==> config.mk <==
export PLATFORM = sky130hd
export DESIGN_NAME = seg_scan_ctrl
export DESIGN_NICKNAME = d
export VERILOG_FILES = /design/src/rtl/seg_pkg.sv /design/src/rtl/seg_prescaler.sv /design/src/rtl/seg_scan_ctrl.sv
export SDC_FILE = /design/constraint.sdc
export NUM_CORES = 1
export LEC_CHECK = 0
export ABC_AREA = 1
export BUFFER_PORTS_ARGS = -buffer_cell sky130_fd_sc_hd__buf_2
export CORE_ASPECT_RATIO = 1.2
export CORE_MARGIN = 4
export CORE_UTILIZATION = 51
export CTS_CLUSTER_SIZE = 28
export DETAILED_ROUTE_END_ITERATION = 16
export PLACE_DENSITY_LB_ADDON = 0.08
export SYNTH_ARGS = -nofsm -noshare
export SYNTH_HDL_FRONTEND = slang
export SYNTH_SLANG_ARGS = --single-unit
export TNS_END_PERCENT = 1
==> constraint.sdc <==
create_clock -name clk -period 2.8 [get_ports clk]
set_input_delay 0.56 -clock clk [delete_from_list [all_inputs] [get_ports clk]]
set_output_delay 0.56 -clock clk [all_outputs]
set_load 0.1 [all_outputs]
==> src/rtl/seg_pkg.sv <==
`default_nettype none
`timescale 1ns/1ps
// +--------------------------------------------------------------------+
// | Module  : seg_pkg                                                  |
// | Brief   : shared types and defaults for the 7-segment scan block   |
// | Revision: 1.0                                                      |
// +--------------------------------------------------------------------+
package seg_pkg;

  typedef enum logic [0:0] {
    BLANK = 1'b0,
    SHOW  = 1'b1
  } scan_state_t;

  typedef logic [3:0] nibble_t;

  localparam int SEG_NDIG = 4;
  localparam int SEG_DIV  = 1000;
  localparam int SEG_GAP  = 16;

  function automatic int seg_max(input int a, input int b);
    return (a > b) ? a : b;
  endfunction

endpackage
`default_nettype wire

==> src/rtl/seg_prescaler.sv <==
`default_nettype none
`timescale 1ns/1ps
// +--------------------------------------------------------------------+
// | Module  : seg_prescaler                                            |
// | Brief   : loadable down-counter, tc high while the count is zero   |
// | Revision: 1.0                                                      |
// +--------------------------------------------------------------------+
module seg_prescaler #(
  parameter int           W       = 4,
  parameter logic [W-1:0] RST_VAL = '0
) (
  input  logic         clk,
  input  logic         rst_n,
  input  logic         load,
  input  logic [W-1:0] load_val,
  output logic         tc
);

  logic [W-1:0] r_cnt;

  // Holds at zero until reloaded, so tc marks the last cycle of a phase.
  always_ff @(posedge clk or negedge rst_n) begin
    if (!rst_n) begin
      r_cnt <= RST_VAL;
    end else if (load) begin
      r_cnt <= load_val;
    end else if (r_cnt != '0) begin
      r_cnt <= r_cnt - 1'b1;
    end
  end

  assign tc = (r_cnt == '0);

endmodule
`default_nettype wire

==> src/rtl/seg_scan_ctrl.sv <==
`default_nettype none
`timescale 1ns/1ps
// +--------------------------------------------------------------------+
// | Module  : seg_scan_ctrl                                            |
// | Brief   : double-buffered multiplexed 7-segment digit scanner      |
// |           Option macro SEG_LZ_BLANK_EN: leading-zero suppression   |
// | Revision: 1.0                                                      |
// +--------------------------------------------------------------------+
module seg_scan_ctrl
  import seg_pkg::*;
#(
  parameter int NDIG = SEG_NDIG,
  parameter int DIV  = SEG_DIV,
  parameter int GAP  = SEG_GAP
) (
  input  logic              clk,
  input  logic              rst_n,
  input  logic              load_valid,
  output logic              load_ready,
  input  logic [4*NDIG-1:0] load_data,
  output logic [3:0]        nib_out,
  output logic [NDIG-1:0]   dig_sel,
  output logic              blank,
  output logic              frame_done
);

  localparam int              c_CW     = $clog2(seg_max(DIV, GAP) + 1);
  localparam int              c_IW     = $clog2(NDIG);
  localparam logic [c_CW-1:0] c_DIV_LD = c_CW'(DIV - 1);
  localparam logic [c_CW-1:0] c_GAP_LD = c_CW'((GAP > 0) ? (GAP - 1) : 0);
  localparam logic [c_IW-1:0] c_LAST   = c_IW'(NDIG - 1);
  localparam logic [NDIG-1:0] c_ONE    = NDIG'(1);

  scan_state_t       r_state, w_state_nxt;
  logic [c_IW-1:0]   r_idx, w_idx_nxt;
  logic [4*NDIG-1:0] r_active, w_active_nxt;
  logic [4*NDIG-1:0] r_pend;
  logic              r_pend_vld, w_pend_vld_nxt;
  logic              w_load, w_tc, w_boundary, w_accept;
  logic [c_CW-1:0]   w_load_val;
  logic [NDIG-1:0]   w_lz, w_dig_sel;
  nibble_t           w_nib;
  logic              w_blank;

  logic [NDIG-1:0]   r_dig_sel;
  nibble_t           r_nib;
  logic              r_blank, r_frame_done, r_load_ready;

  seg_prescaler #(
    .W       (c_CW),
    .RST_VAL (c_GAP_LD)
  ) u_presc (
    .clk      (clk),
    .rst_n    (rst_n),
    .load     (w_load),
    .load_val (w_load_val),
    .tc       (w_tc)
  );

  always_ff @(posedge clk or negedge rst_n) begin
    if (!rst_n) begin
      r_state    <= BLANK;
      r_idx      <= '0;
      r_active   <= '0;
      r_pend     <= '0;
      r_pend_vld <= 1'b0;
    end else begin
      r_state    <= w_state_nxt;
      r_idx      <= w_idx_nxt;
      r_active   <= w_active_nxt;
      r_pend_vld <= w_pend_vld_nxt;
      if (w_accept) begin
        r_pend <= load_data;
      end
    end
  end

  always_comb begin
    w_state_nxt = r_state;
    w_idx_nxt   = r_idx;
    w_load      = 1'b0;
    w_load_val  = c_DIV_LD;
    w_boundary  = 1'b0;
    case (r_state)
      BLANK: begin
        if (w_tc) begin
          w_state_nxt = SHOW;
          w_load      = 1'b1;
        end
      end
      SHOW: begin
        if (w_tc) begin
          w_load     = 1'b1;
          w_boundary = (r_idx == c_LAST);
          w_idx_nxt  = (r_idx == c_LAST) ? '0 : r_idx + 1'b1;
          // Without a gap the next digit's SHOW follows directly.
          if (GAP > 0) begin
            w_state_nxt = BLANK;
            w_load_val  = c_GAP_LD;
          end
        end
      end
      default: w_state_nxt = BLANK;
    endcase
  end

  // A frame accepted at the boundary itself lands in pend and waits a frame.
  assign w_accept       = load_valid & ~r_pend_vld;
  assign w_active_nxt   = (w_boundary & r_pend_vld) ? r_pend : r_active;
  assign w_pend_vld_nxt = w_accept | (r_pend_vld & ~w_boundary);

`ifdef SEG_LZ_BLANK_EN
  for (genvar gi = 0; gi < NDIG; gi++) begin : g_lz
    if (gi == 0) begin : g_d0
      assign w_lz[gi] = 1'b0;
    end else begin : g_dn
      assign w_lz[gi] = (w_active_nxt[4*NDIG-1:4*gi] == '0);
    end
  end
`else
  assign w_lz = '0;
`endif

  // Outputs are derived from next-state values so the registers track the FSM.
  always_comb begin
    w_dig_sel = '0;
    if (w_state_nxt == SHOW) begin
      w_dig_sel = c_ONE << w_idx_nxt;
    end
    w_dig_sel = w_dig_sel & ~w_lz;
    w_nib     = nibble_t'(w_active_nxt >> {w_idx_nxt, 2'b00});
    w_blank   = (w_dig_sel == '0);
  end

  always_ff @(posedge clk or negedge rst_n) begin
    if (!rst_n) begin
      r_dig_sel    <= '0;
      r_nib        <= '0;
      r_blank      <= 1'b1;
      r_frame_done <= 1'b0;
      r_load_ready <= 1'b1;
    end else begin
      r_dig_sel    <= w_dig_sel;
      r_nib        <= w_nib;
      r_blank      <= w_blank;
      r_frame_done <= w_boundary;
      r_load_ready <= ~w_pend_vld_nxt;
    end
  end

  assign dig_sel    = r_dig_sel;
  assign nib_out    = r_nib;
  assign blank      = r_blank;
  assign frame_done = r_frame_done;
  assign load_ready = r_load_ready;

endmodule
`default_nettype wire

# ---- Word-level counts from Yosys, hierarchy flattened
# Cells that the tools add are included.
dict set report word_totals {
  register_bits 57
  input_bits 19
  out_inout_bits 11
  wordCells 42
}
dict set report op_classes {
  add_sub_neg 2
  eq_ne 1
  shifts 2
  n_mux 14
  bitwise_logic 8
  reduce_logical 4
}
# op n
set ops {}
lappend ops {{$mux 10} 4}
lappend ops {{$mux 16} 1}
lappend ops {{$shr 16x4->4} 1}
lappend ops {{$logic_not 10->1} 1}
lappend ops {{$reduce_bool 10->1} 1}
lappend ops {{$sub 10x1->10 const B} 1}
lappend ops {{$mux 2} 3}
lappend ops {{$logic_not 4->1} 1}
lappend ops {{$mux 1} 4}
lappend ops {{$mux 4} 1}
lappend ops {{$not 1->1} 4}
lappend ops {{$shl 1x2->4 const A} 1}
lappend ops {{$and 1x1->1} 3}
lappend ops {{$add 2x1->2 const B} 1}
lappend ops {{$eq 2x2->1 const B} 1}
lappend ops {{$pmux 1 s2} 1}
lappend ops {{$reduce_bool 2->1} 1}
lappend ops {{$or 1x1->1} 1}

# ---- Longest topological paths before layout
# Gate-level depths: netlist of run 1.
dict set report depth {
  ltp_word 7
  mapped_depth 13
  depth_no_buf 13
}

# ---- By module
# From an unflattened synthesis of run 1, not the netlist that was laid out.
dict set report hier_totals {
  hier_cells 279
  hier_area_um2 2603.7
}
# mod instances cells_per_inst area_per_inst_um2 seq_area_each_um2
set by_module_without_submodules {}
lappend by_module_without_submodules {seg_scan_ctrl 1 184 1903.1 1178.6}
lappend by_module_without_submodules {seg_prescaler 1 95 700.7 255.2}

# ---- Worst setup path before layout of run 1
# OpenSTA, ideal clock, no wires.
dict set report synth_path {
  path_kind {register to register}
  startpoint {register u_presc.r_cnt[0]}
  endpoint {register r_nib[0] (netlist: nib_out[0])}
  setup_time_ns 0.065
  arrival_time_ns 1.549
  required_ns 2.735
  slack_ns 1.186
  path_stages_with_launch 12
  path_buffers 0
  synth_period_minus_slack_ns 1.614
  cell_sequence {dfstp_2 -> inv_1 -> ha_1 -> nand3_4 -> nor2_8 -> nand3_1 -> nand2_2 -> nor2_1 -> nand2_1 -> nand2_1 -> inv_1 -> nand2_1}
}
dict set report synth_via {
  elab_chain_cells 6
  elab_cells_between_ends 8
  classes_between {1 x shift; 5 x mux; 1 x bitwise; 1 x reduce/logical}
}
# element line_no
set synth_rtl {}
lappend synth_rtl {{start, declared} seg_prescaler.sv:19} ;# logic [W-1:0] r_cnt;
lappend synth_rtl {{start signal, assigned} seg_prescaler.sv:26} ;# r_cnt <= load_val;
lappend synth_rtl {{start signal, assigned} seg_prescaler.sv:28} ;# r_cnt <= r_cnt - 1'b1;
lappend synth_rtl {{$logic_not 10->1 (*)} seg_prescaler.sv:32} ;# assign tc = (r_cnt == '0);
lappend synth_rtl {{$mux 1} seg_scan_ctrl.sv:92} ;# if (w_tc) begin
lappend synth_rtl {{$mux 1} seg_scan_ctrl.sv:84} ;# case (r_state)
lappend synth_rtl {{$and 1x1->1} seg_scan_ctrl.sv:109} ;# assign w_active_nxt = (w_boundary & r_pend_vld) ? r_pend : r_active;
lappend synth_rtl {{$mux 16} seg_scan_ctrl.sv:109}
lappend synth_rtl {{$shr 16x4->4 (*)} seg_scan_ctrl.sv:131} ;# w_nib = nibble_t'(w_active_nxt >> {w_idx_nxt, 2'b00});
lappend synth_rtl {{named net w_nib[0]} seg_scan_ctrl.sv:42} ;# nibble_t w_nib;
lappend synth_rtl {{end signal, assigned} seg_scan_ctrl.sv:144} ;# r_nib <= w_nib;
lappend synth_rtl {{end, declared} seg_scan_ctrl.sv:46} ;# nibble_t r_nib;
# Mark *: on every way through the listed nets, which the timed path passes. The rest lies on a longest branch.
# A chain may end at the register's enable or synchronous reset.

# ---- Final worst setup path of run 1
dict set report layout_path {
  startpoint {register u_presc.r_cnt[0]}
  endpoint {register r_nib[2] (netlist: nib_out[2])}
}
dict set report layout_via {
  elab_chain_cells 6
  elab_cells_between_ends 8
  classes_between {1 x shift; 5 x mux; 1 x bitwise; 1 x reduce/logical}
}
# element line_no
set layout_rtl {}
lappend layout_rtl {{$logic_not 10->1} seg_prescaler.sv:32}
lappend layout_rtl {{$mux 1} seg_scan_ctrl.sv:92}
lappend layout_rtl {{$mux 1} seg_scan_ctrl.sv:84}
lappend layout_rtl {{$and 1x1->1} seg_scan_ctrl.sv:109}
lappend layout_rtl {{$mux 16} seg_scan_ctrl.sv:109}
lappend layout_rtl {{named net w_active_nxt[6]} seg_scan_ctrl.sv:36} ;# logic [4*NDIG-1:0] r_active, w_active_nxt;
lappend layout_rtl {{$shr 16x4->4} seg_scan_ctrl.sv:131}
lappend layout_rtl {{named net w_nib[2]} seg_scan_ctrl.sv:42}
# The timed path passes the listed nets, and every way through them passes these cells.

==> impl_results.md, run 1 <==
- Post-Synth XOR/XNOR Area: 1.34%
- Clock Skews: 0.00614 ns
- Status: completed
- Post-synthesis register bit count: 57
- DIE AREA: 0.00636 mm2
- H-tree lvl count: 3
- Layout cells sized above 1: 38.1%
- YS warnings: 0
- Synth Cell Area: 0.00262 mm2
- Worst EP arrival: 2.20 ns
- Yosys cell types: 34
- Worst hold path type: in2async
- Compound-Gate Fraction of Synth Area: 2.05%
- Min cycle time layout: 1.93 ns
- Worst skew pair latency: 0.32 ns
- Detailed placement HPWL: 3.37 mm
- Sequential cell area: 0.00143 mm2
- Gr usage total: 17.6%
- Synth Instances: 254
- Remaining DRCs: 0
- First drt pass iteration count: 4
- Post-synth ARST share: 100%
- Kind of critical path: reg2reg
- Crit end category: flop
- Area delta synth->final: 13.2%
- Setup repair bufs after CTS: 0
- ANT nets after route: 0
- Post-Synth Adder-Cell Area: 1.43%
- Syn nets: 276
- Clock Sinks: 57
- DR iter-0 viols: between 60 and 70
- Worst-margin pin slew: 0.694 ns
- First-pass GRT wire length: between 8 and 9 mm
- Area of the multi-input gates: approximately 0.0010 mm2
- Antenna cell count: 0
- Number of top-level pins: 30
- CTS root buf: clkbuf_8
- Number of synthesized flops with an enable pin: 0
- Sequential element share of the synthesized area: 54.7%
- Max Cap Viol: 0
- Pleak: 1.54 nW
- Largest family of logic cells by synthesized area: simple AND/OR/NAND/NOR gates
- Final Max Slew Viols: 0
- Floorplan core area: 0.00494 mm2
- Largest net degree at the start of global routing: 58
- Simple-gate portion of the synthesized area: around 28%
- Grt ovf: 0
- Max VDD drop: 0.386 mV
- Endpoints failing setup: 0
- Post-CTS sizing: 0
- Unrepaired setup endpoints after global routing: false
- Post-DR wirelength/cell: 13.5 um
- Crit start category: flop
- Worst-path fanout max: 13
- Mean Syn Cell Area: 10.3 um2
- # nets final: 311
- Most frequent cells in the layout: 61 x nand2_1, 51 x dfrtp_1, 29 x buf_2
- Setup TNS: 0 ns
- Vias/cell: 4.88
- Die width: 73.4 um
- Mux contribution to synthesized area: 6.87%
- Vias: 1,726
- Filler Cells Inserted: 427
- Vias in the first global route: 1,844
- Max clock buf depth: 2
- Row cnt: 28
- Ys flop type: dfrtp_1
- CP required: 3.07 ns
- Final design utilization: 60.1%
- Final Hold Viols: 0
- Final wirelength: 4.78 mm
- Initial core utilization: 53.1%
- CTS Hold Bufs: 0
- Max transition margin: between 50% and 60%
- Clock slew at reported path FFs: 0.07 ns
- Number of port buffers: 29
- Pwr dens: 523 mW/mm2
- TritonCTS Buffers: 9
- Max Freq: 518 MHz
- Placer's final routability congestion estimate: 0.846
- Final cycle utilization of the critical path: ~69%
- Number of antenna violations at the first check in global routing: 0
- Die H: 86.5 um
- CTS tree: done
- Commonest non-fill, non-tap cell in the layout: nand2_1
==> cells by family after synthesis <==
logic type | Yosys count
AOI/OAI and AO/OA | 10
DFF | 57
xor gates and xnor gates | 4
and+or+nand+nor | 129
muxes | 16
buffers and inverters | 35
adders and majority gates | 3
==> state kept, by name, summed over array words and instances, names as in the netlist, 2 cells and up <==
signal and count:
r_active 16, r_idx 2, r_pend 16, nib_out 4, u_presc.r_cnt 10, dig_sel 4
==> critical path, stage by stage (launching register included) <==
cell and delay [ns]:
dfstp_2 0.37, inv_1 0.09, ha_1 0.24, nand2_2 0.09, nor2_4 0.11, nand3_4 0.11
nor2_4 0.40, nand3_1 0.15, nand2_1 0.11, nand2_1 0.05, nand2_1 0.08, inv_1 0.04
nand2_1 0.04
==> layout make-up <==
cell class	instances	area share [%]
repair buffers	31	5.40
multi-input cells	162	34.7
inverters	28	3.54
flip-flops and latches	57	48.3
clock buffers	10	4.30
well taps	60	2.53
clock inverters	6	1.18
==> Yosys cell counts (2+ instances only) <==
master   instances  area share, %
nand2_2         20            4.8
mux2_2          16            6.9
nand3_1          7            1.3
nor2_1          12            1.7
ha_1             3            1.4
a21oi_1          2           0.38
dfrtp_1         51             49
nand4_1          5            1.2
inv_2            4           0.57
xor2_1           3            1.0
dfstp_2          6            6.0
nor2_4           4            1.7
nand2_1         61            8.7
buf_2            3           0.57
nand3_4          2            1.3
inv_1           24            3.4
nor3_1           2           0.38
nand3_2          9            3.4
o21ai_0          5           0.95
==> metrics by stage <==
step / instances / hold WS (ns) / instance area (um2) / power, mW / worst slack (ns)
floorplan: 254 / 0.264 / 2620 / 0.901 / 1.19
global placement: 338 / 0.448 / 2800 / 0.935 / 0.879
detailed placement: 338 / 0.451 / 2800 / 0.937 / 0.870
CTS: 354 / 0.389 / 2970 / 1.58 / 0.846
global route: 354 / 0.416 / 2970 / 1.62 / 0.693
finish: 354 / 0.367 / 2970 / 1.55 / 0.868
==> final timing paths <==
kind	slack, ns	startpoint	cells after the start	endpoint
worst max-delay path	0.87	u_presc.r_cnt[0]	12	nib_out[2]
worst min-delay path	0.37	rst_n	2	u_presc.r_cnt[6]
worst max register to register	0.87	u_presc.r_cnt[0]	12	nib_out[2]
worst min register to register	0.46	u_presc.r_cnt[0]	1	u_presc.r_cnt[0]
max in group asynchronous	1.97	rst_n	2	r_state
min in group clk	0.43	load_valid	2	load_ready
==> layer usage <==
metal	part of all wire, %	track usage [%]	routed length, um	vias to the layer above
met5	0	0	0	-
met3	2.7	4.64	127	6
met2	52	29.7	2480	18
li1	-	-	-	879
met4	1.4	6.43	65	0
met1	44	21.4	2110	823
==> power breakdown <==
part	leakage, nW	internal, mW	total [mW]	switching, mW
sequential	0.708	0.851	0.868	0.0164
clock	0.0818	0.314	0.631	0.317
combinational	0.752	0.0282	0.0523	0.0241
No activity file was read; power rests on OpenSTA's default activity.
==> run 2: changes to the inputs <==
clock period = 1.8 ns   (was 2.8 ns; I/O delays follow)
==> impl_results.md, run 2 (same netlist as run 1, synthesis figures left out) <==
- Status: completed (unchanged)
- R2R setup slack: 0.11 ns (was 0.87 ns)
- Detailed placement HPWL: 3.60 mm (was 3.37 mm)
- CTS tree: done (unchanged)
- Clock Sinks: 57 (unchanged)
- Sequential cell area: 0.00143 mm2 (unchanged)
- Most frequent cells in the layout: 60 x nand2_1, 51 x dfrtp_1, 29 x buf_2 (was 61 x nand2_1, 51 x dfrtp_1, 29 x buf_2)
- # nets final: 330 (was 311)
- Final hold slack: 0.0302 ns (was 0.367 ns)
- Placer's final routability congestion estimate: 0.771 (was 0.846)
- Worst EP arrival: 1.90 ns (was 2.20 ns)
- Number of top-level pins: 30 (unchanged)
- Area delta synth->final: 23.1% (was 13.2%)
- Clock Skews: 0.00780 ns (was 0.00614 ns)
- Floorplan core area: 0.00494 mm2 (unchanged)
- Die H: 86.5 um (unchanged)
- Biggest regs: r_active: 16 flops, r_pend: 16 flops, u_presc.r_cnt: 10 flops (unchanged)
- Final total power: 2.51 mW (was 1.55 mW)
- Vias: 1,831 (was 1,726)
- TritonCTS Buffers: 9 (unchanged)
- First-pass GRT wire length: 8.75 mm (was 8.44 mm)
- Initial core utilization: 53.1% (unchanged)
- Pleak: 1.67 nW (was 1.54 nW)
- Min cycle time layout: 1.69 ns (was 1.93 ns)
- R2R depth: 13 (was 12)
- Post-DR wirelength/cell: 13.7 um (was 13.5 um)
- Row cnt: 28 (unchanged)
- Unrepaired setup endpoints after global routing: true (was false)
- Remaining DRCs: 0 (unchanged)
- Kind of critical path: reg2reg (unchanged)
- Clock slew at reported path FFs: 0.06 ns (was 0.07 ns)
- Gr usage total: 18.5% (was 17.6%)
- Endpoints failing setup: 0 (unchanged)
- Crit start category: flop (unchanged)
- DR iter-0 viols: 62 (was 69)
- Final Hold Viols: 0 (unchanged)
- Pre-CTS WS: 0.00994 ns (was 0.870 ns)
- Filler Cells Inserted: 409 (was 427)
- Max clock buf depth: 2 (unchanged)
- Max Freq: 592 MHz (was 518 MHz)
- ANT nets after route: 0 (unchanged)
- Number of antenna violations at the first check in global routing: 0 (unchanged)
- Final wirelength: 5.10 mm (was 4.78 mm)
- Worst hold path type: in2async (unchanged)
- Final cycle utilization of the critical path: 93.8% (was 69.0%)
- Antenna cell count: 0 (unchanged)
- Largest net degree at the start of global routing: 58 (unchanged)
- Commonest non-fill, non-tap cell in the layout: nand2_1 (unchanged)
- Worst-path fanout max: 5 (was 13)
- Vias/cell: 4.91 (was 4.88)
- Max Cap Viol: 0 (unchanged)
- CTS root buf: clkbuf_8 (unchanged)
- H-tree lvl count: 3 (unchanged)
- Number of port buffers: 29 (unchanged)
- Crit end category: flop (unchanged)
- R2r startpoint: u_presc.r_cnt[0] (unchanged)
- Reg2reg end: nib_out[0] (was nib_out[2])
- Vias in the first global route: 1,844 (unchanged)
- Pwr dens: 777 mW/mm2 (was 523 mW/mm2)
- First drt pass iteration count: 4 (unchanged)
- Layout cells sized above 1: 43.1% (was 38.1%)
- Final Max Slew Viols: 0 (unchanged)
- Grt ovf: 0 (unchanged)
- CP required: 2.01 ns (was 3.07 ns)
- Die width: 73.4 um (unchanged)
- Worst-margin pin slew: 0.486 ns (was 0.694 ns)
- Final setup margin: 0.111 ns (was 0.868 ns)
- Area of the multi-input gates: 0.00107 mm2 (was 0.00103 mm2)
- Max transition margin: 67.8% (was 53.6%)
- Max VDD drop: 0.613 mV (was 0.386 mV)
- Worst skew pair latency: 0.33 ns (was 0.32 ns)
- DIE AREA: 0.00636 mm2 (unchanged)
run 2: layer usage:
metal  GRT usage (%)  wire length, um  up-vias
li1                -                -      918
met1            22.4             2070      882
met2            31.1             2800       25
met3            4.87              160        6
met4            7.41               68        0
met5               0                0        -
run 2: layout make-up:
cell class	instances	share of cell area, %
timing repair buffer	50	11.1
tap	60	2.33
multi-input combinational	162	33.2
sequential	57	44.4
inverter	28	3.33
clock buffer	16	5.58
run 2: critical path, stage by stage (launching register included):
cell and delay (ns):
dfstp_2 0.54, inv_2 0.05, ha_4 0.17, nand2_2 0.08
nor2_4 0.04, nand3_4 0.08, nand2_1 0.06, nand2_1 0.13
nor2_1 0.07, buf_4 0.14, nand2_1 0.06, nand2_1 0.05
inv_1 0.05, nand2_1 0.06
run 2: where the power goes:
group	switching, mW	internal [mW]	leakage (nW)
clock	0.453	0.615	0.0910
combinational	0.0384	0.0471	0.874
sequential	0.0283	1.32	0.708
run 2: how the worst max path moves through the flow:
stage | startpoint | endpoint | slack, ns
final | u_presc.r_cnt[0] | nib_out[0] | 0.11
after global routing | u_presc.r_cnt[8] | nib_out[0] | -0.02
after CTS | u_presc.r_cnt[0] | nib_out[2] | 0.06
after detailed placement | u_presc.r_cnt[0] | nib_out[2] | 0.01
after global placement | u_presc.r_cnt[0] | nib_out[0] | 0.06
after floorplan | u_presc.r_cnt[0] | nib_out[0] | 0.19
run 2: what timing repair did:
action / CTS / global route
pin swaps: 0 / 6
cloned: 0 / 1
hold endpoints to repair: 0 / 0
setup endpoints to repair: 2 / 7
setup buffers: 0 / 4
hold buffers: 0 / 0
resized for setup: 1 / 11
run 2: through the flow:
step	instances	TNS, ns	cell area [um2]	utilization [%]
6_report	373	0	3230	65.3
5_1_grt	373	-0.0693	3230	65.3
4_1_cts	368	0	3130	63.3
3_5_place_dp	352	0	2950	59.7
3_3_place_gp	352	0	2950	59.7
2_1_floorplan	254	0	2620	-
==> run 3: changes to the inputs <==
ABC_AREA = 0   (was 1)
==> impl_results.md, run 3 <==
- Final wirelength: 4.83 mm (was 5.10 mm)
- CP required: 2.01 ns (about the same)
- DR iter-0 viols: 115 (was 62)
- H-tree lvl count: 3 (unchanged)
- Clock Sinks: 57 (unchanged)
- Placed Cells: 276 (was 352)
- Final total power: 2.89 mW (was 2.51 mW)
- Pwr dens: 926 mW/mm2 (was 777 mW/mm2)
- Sequential element share of the synthesized area: 60.4% (was 54.7%)
- Antenna cell count: 0 (unchanged)
- Max Cap Viol: 0 (unchanged)
- Post-DR wirelength/cell: 16.2 um (was 13.7 um)
- Layout cells sized above 1: 60.6% (was 43.1%)
- Largest net degree at the start of global routing: 43 (was 58)
- Max transition margin: 67.6% (was 67.8%)
- Synth Instances: 167 (was 254)
- Die H: 82.7 um (was 86.5 um)
- Worst-path fanout max: 8 (was 5)
- Min cycle time layout: 2.63 ns (was 1.69 ns)
- Final Non-Filler Cells: 297 (was 373)
- Post-synth ARST share: 100% (unchanged)
- Max Freq: 380 MHz (was 592 MHz)
- Crit end category: flop (unchanged)
- Pleak: 1.56 nW (was 1.67 nW)
- CTS tree: done (unchanged)
- Kind of critical path: reg2reg (unchanged)
- Area contributors post-synth: dfrtp_1 54%, mux2_2 16%, dfstp_2 6.6%, mux2_4 6.3%, xnor2_1 1.8% (was dfrtp_1 49%, nand2_1 8.7%, mux2_2 6.9%, dfstp_2 6.0%, nand2_2 4.8%)
- Number of synthesized flops with an enable pin: 0 (unchanged)
- Max clock buf depth: 2 (unchanged)
- Vias: 1,541 (was 1,831)
- Crit start category: flop (unchanged)
- DIE AREA: 0.00581 mm2 (was 0.00636 mm2)
- YS warnings: 0 (unchanged)
- Placer's final routability congestion estimate: 0.836 (was 0.771)
- Worst skew pair latency: 0.33 ns (about the same)
- Post-synth top area share: 53.8% (was 48.7%)
- Die width: 70.3 um (was 73.4 um)
- ANT nets after route: 0 (unchanged)
- Final Hold Viols: 0 (unchanged)
- Row cnt: 26 (was 28)
- Top cells by instance count after synthesis: 51 x dfrtp_1, 34 x mux2_2, 10 x mux2_4 (was 61 x nand2_1, 51 x dfrtp_1, 24 x inv_1)
- CTS root buf: clkbuf_8 (unchanged)
- Worst EP arrival: 2.84 ns (was 1.90 ns)
- Commonest non-fill, non-tap cell in the layout: dfrtp_1 (was nand2_1)
- Initial core utilization: 54.0% (was 53.1%)
- Floorplan core area: 0.00439 mm2 (was 0.00494 mm2)
- Synth Cell Area: 0.00237 mm2 (was 0.00262 mm2)
- Remaining DRCs: 0 (unchanged)
- Area delta synth->final: 31.3% (was 23.1%)
- Vias in the first global route: 1,743 (was 1,844)
- Setup TNS: -9.14 ns (was 0 ns)
- Grt ovf: 0 (unchanged)
- Number of top-level pins: 30 (unchanged)
- Most numerous cell in the Yosys netlist: dfrtp_1 (was nand2_1)
- Ys flop type: dfrtp_1 (unchanged)
- Mean Syn Cell Area: 14.2 um2 (was 10.3 um2)
- Number of antenna violations at the first check in global routing: 0 (unchanged)
- Biggest regs: r_active: 16 flops, r_pend: 16 flops, u_presc.r_cnt: 10 flops (unchanged)
- Most frequent cells in the layout: 51 x dfrtp_1, 34 x mux2_2, 29 x buf_2 (was 60 x nand2_1, 51 x dfrtp_1, 29 x buf_2)
- TritonCTS Buffers: 9 (unchanged)
- First-pass GRT wire length: 8.49 mm (was 8.75 mm)
- Yosys top cell by area: dfrtp_1 (unchanged)
- Final cycle utilization of the critical path: 146% (was 93.8%)
- Endpoints failing setup: 31 (was 0)
- Final design utilization: 70.9% (was 65.3%)
- Worst hold path type: in2reg (was in2async)
- Failing checks: negative setup slack
- Final hold slack: 0.266 ns (was 0.0302 ns)
- Filler Cells Inserted: 307 (was 409)
- Area after DPL: 0.00281 mm2 (was 0.00295 mm2)
- Post-synthesis register bit count: 57 (unchanged)
- Status: complete, but fails checks (was completed)
- Clock Skews: 0.00989 ns (was 0.00780 ns)
- First drt pass iteration count: 4 (unchanged)
- Vias/cell: 5.19 (was 4.91)
- Number of port buffers: 29 (unchanged)
- Final setup margin: -0.830 ns (was 0.111 ns)
- Worst-margin pin slew: 0.489 ns (was 0.486 ns)
- Yosys cell types: 30 (was 34)
- # nets final: 258 (was 330)
- Design area: 0.00312 mm2 (was 0.00323 mm2)
- Clock slew at reported path FFs: 0.07 ns (was 0.06 ns)
- Unrepaired setup endpoints after global routing: true (unchanged)
- Gr usage total: 19.7% (was 18.5%)
- Syn nets: 189 (was 276)
- Max VDD drop: 0.903 mV (was 0.613 mV)
- Detailed placement HPWL: 3.17 mm (was 3.60 mm)
- Pre-CTS WS: -0.885 ns (was 0.00994 ns)
- Final Max Slew Viols: 0 (unchanged)
## run 3: changes by cell type after synthesis, sizes merged, moves of 3 or more
cell / previous run / this run
inv: 28 / 9
a21oi: 2 / 6
mux2: 16 / 44
nor2: 18 / 7
buf: 6 / 3
nand4: 6 / 0
nand3: 18 / 2
nand2: 81 / 6
o21ai: 6 / 3
xnor2: 1 / 5
## run 3: layout make-up
type	instances	area [um2]	area share [%]
clock inverter	3	40.0	1.29
timing repair buffer	62	427	13.7
clock buffer	13	149	4.78
inverter	9	33.8	1.08
tap	56	70.1	2.25
multi-input combinational	97	962	30.9
sequential	57	1430	46.0
## run 3: timing repair
item | CTS | global route
pin swaps | 3 | 4
gates cloned | 1 | 0
endpoints found under the hold margin | 12 | 0
hold buffers | 1 | 0
buffers inserted | 2 | 1
endpoints found under the setup margin | 35 | 35
resized for setup | 13 | 8
## run 3: path summary, 6_finish.rpt
check                            startpoint               end  slack (ns)  cells past startpoint
max in group asynchronous             rst_n  u_presc.r_cnt[0]        0.72                      3
min reg2reg                    r_active[13]      r_active[13]        0.49                      1
max                        u_presc.r_cnt[5]        nib_out[1]       -0.83                      5
min                           load_data[15]        r_pend[15]        0.27                      2
max reg2reg                u_presc.r_cnt[5]        nib_out[1]       -0.83                      5
min in group asynchronous             rst_n  u_presc.r_cnt[4]        0.49                      2
## run 3: routing by layer
layer	vias to the layer above	share of wire, %	GRT usage [%]
li1	725	-	-
met1	756	40	21.8
met2	46	53	34.4
met3	14	3.6	3.75
met4	0	3.1	13.6
met5	-	0	0
## run 3: power by group
part           internal (mW)  switching (mW)  leakage (nW)
sequential              1.43          0.0768         0.698
clock                  0.674           0.481        0.0974
combinational          0.135          0.0910         0.766
## run 3: logic make-up (layout without fill, tap and decap cells)
logic type	after synthesis	in the layout	share of synthesized area, %
mux	46	46	23.3
compound gates	12	12	2.85
simple gates	29	30	6.75
fa+ha+maj	3	3	1.58
buf+inv	14	87	2.90
xor+xnor	6	6	2.21
flops	57	57	60.4
## run 3: worst max-delay path, stage by stage, from the launching register on
cell     delay, ns
dfrtp_1       0.38
or4_4         0.58
or4_4         0.67
mux2_4        0.34
mux2_2        0.26
mux2_2        0.27
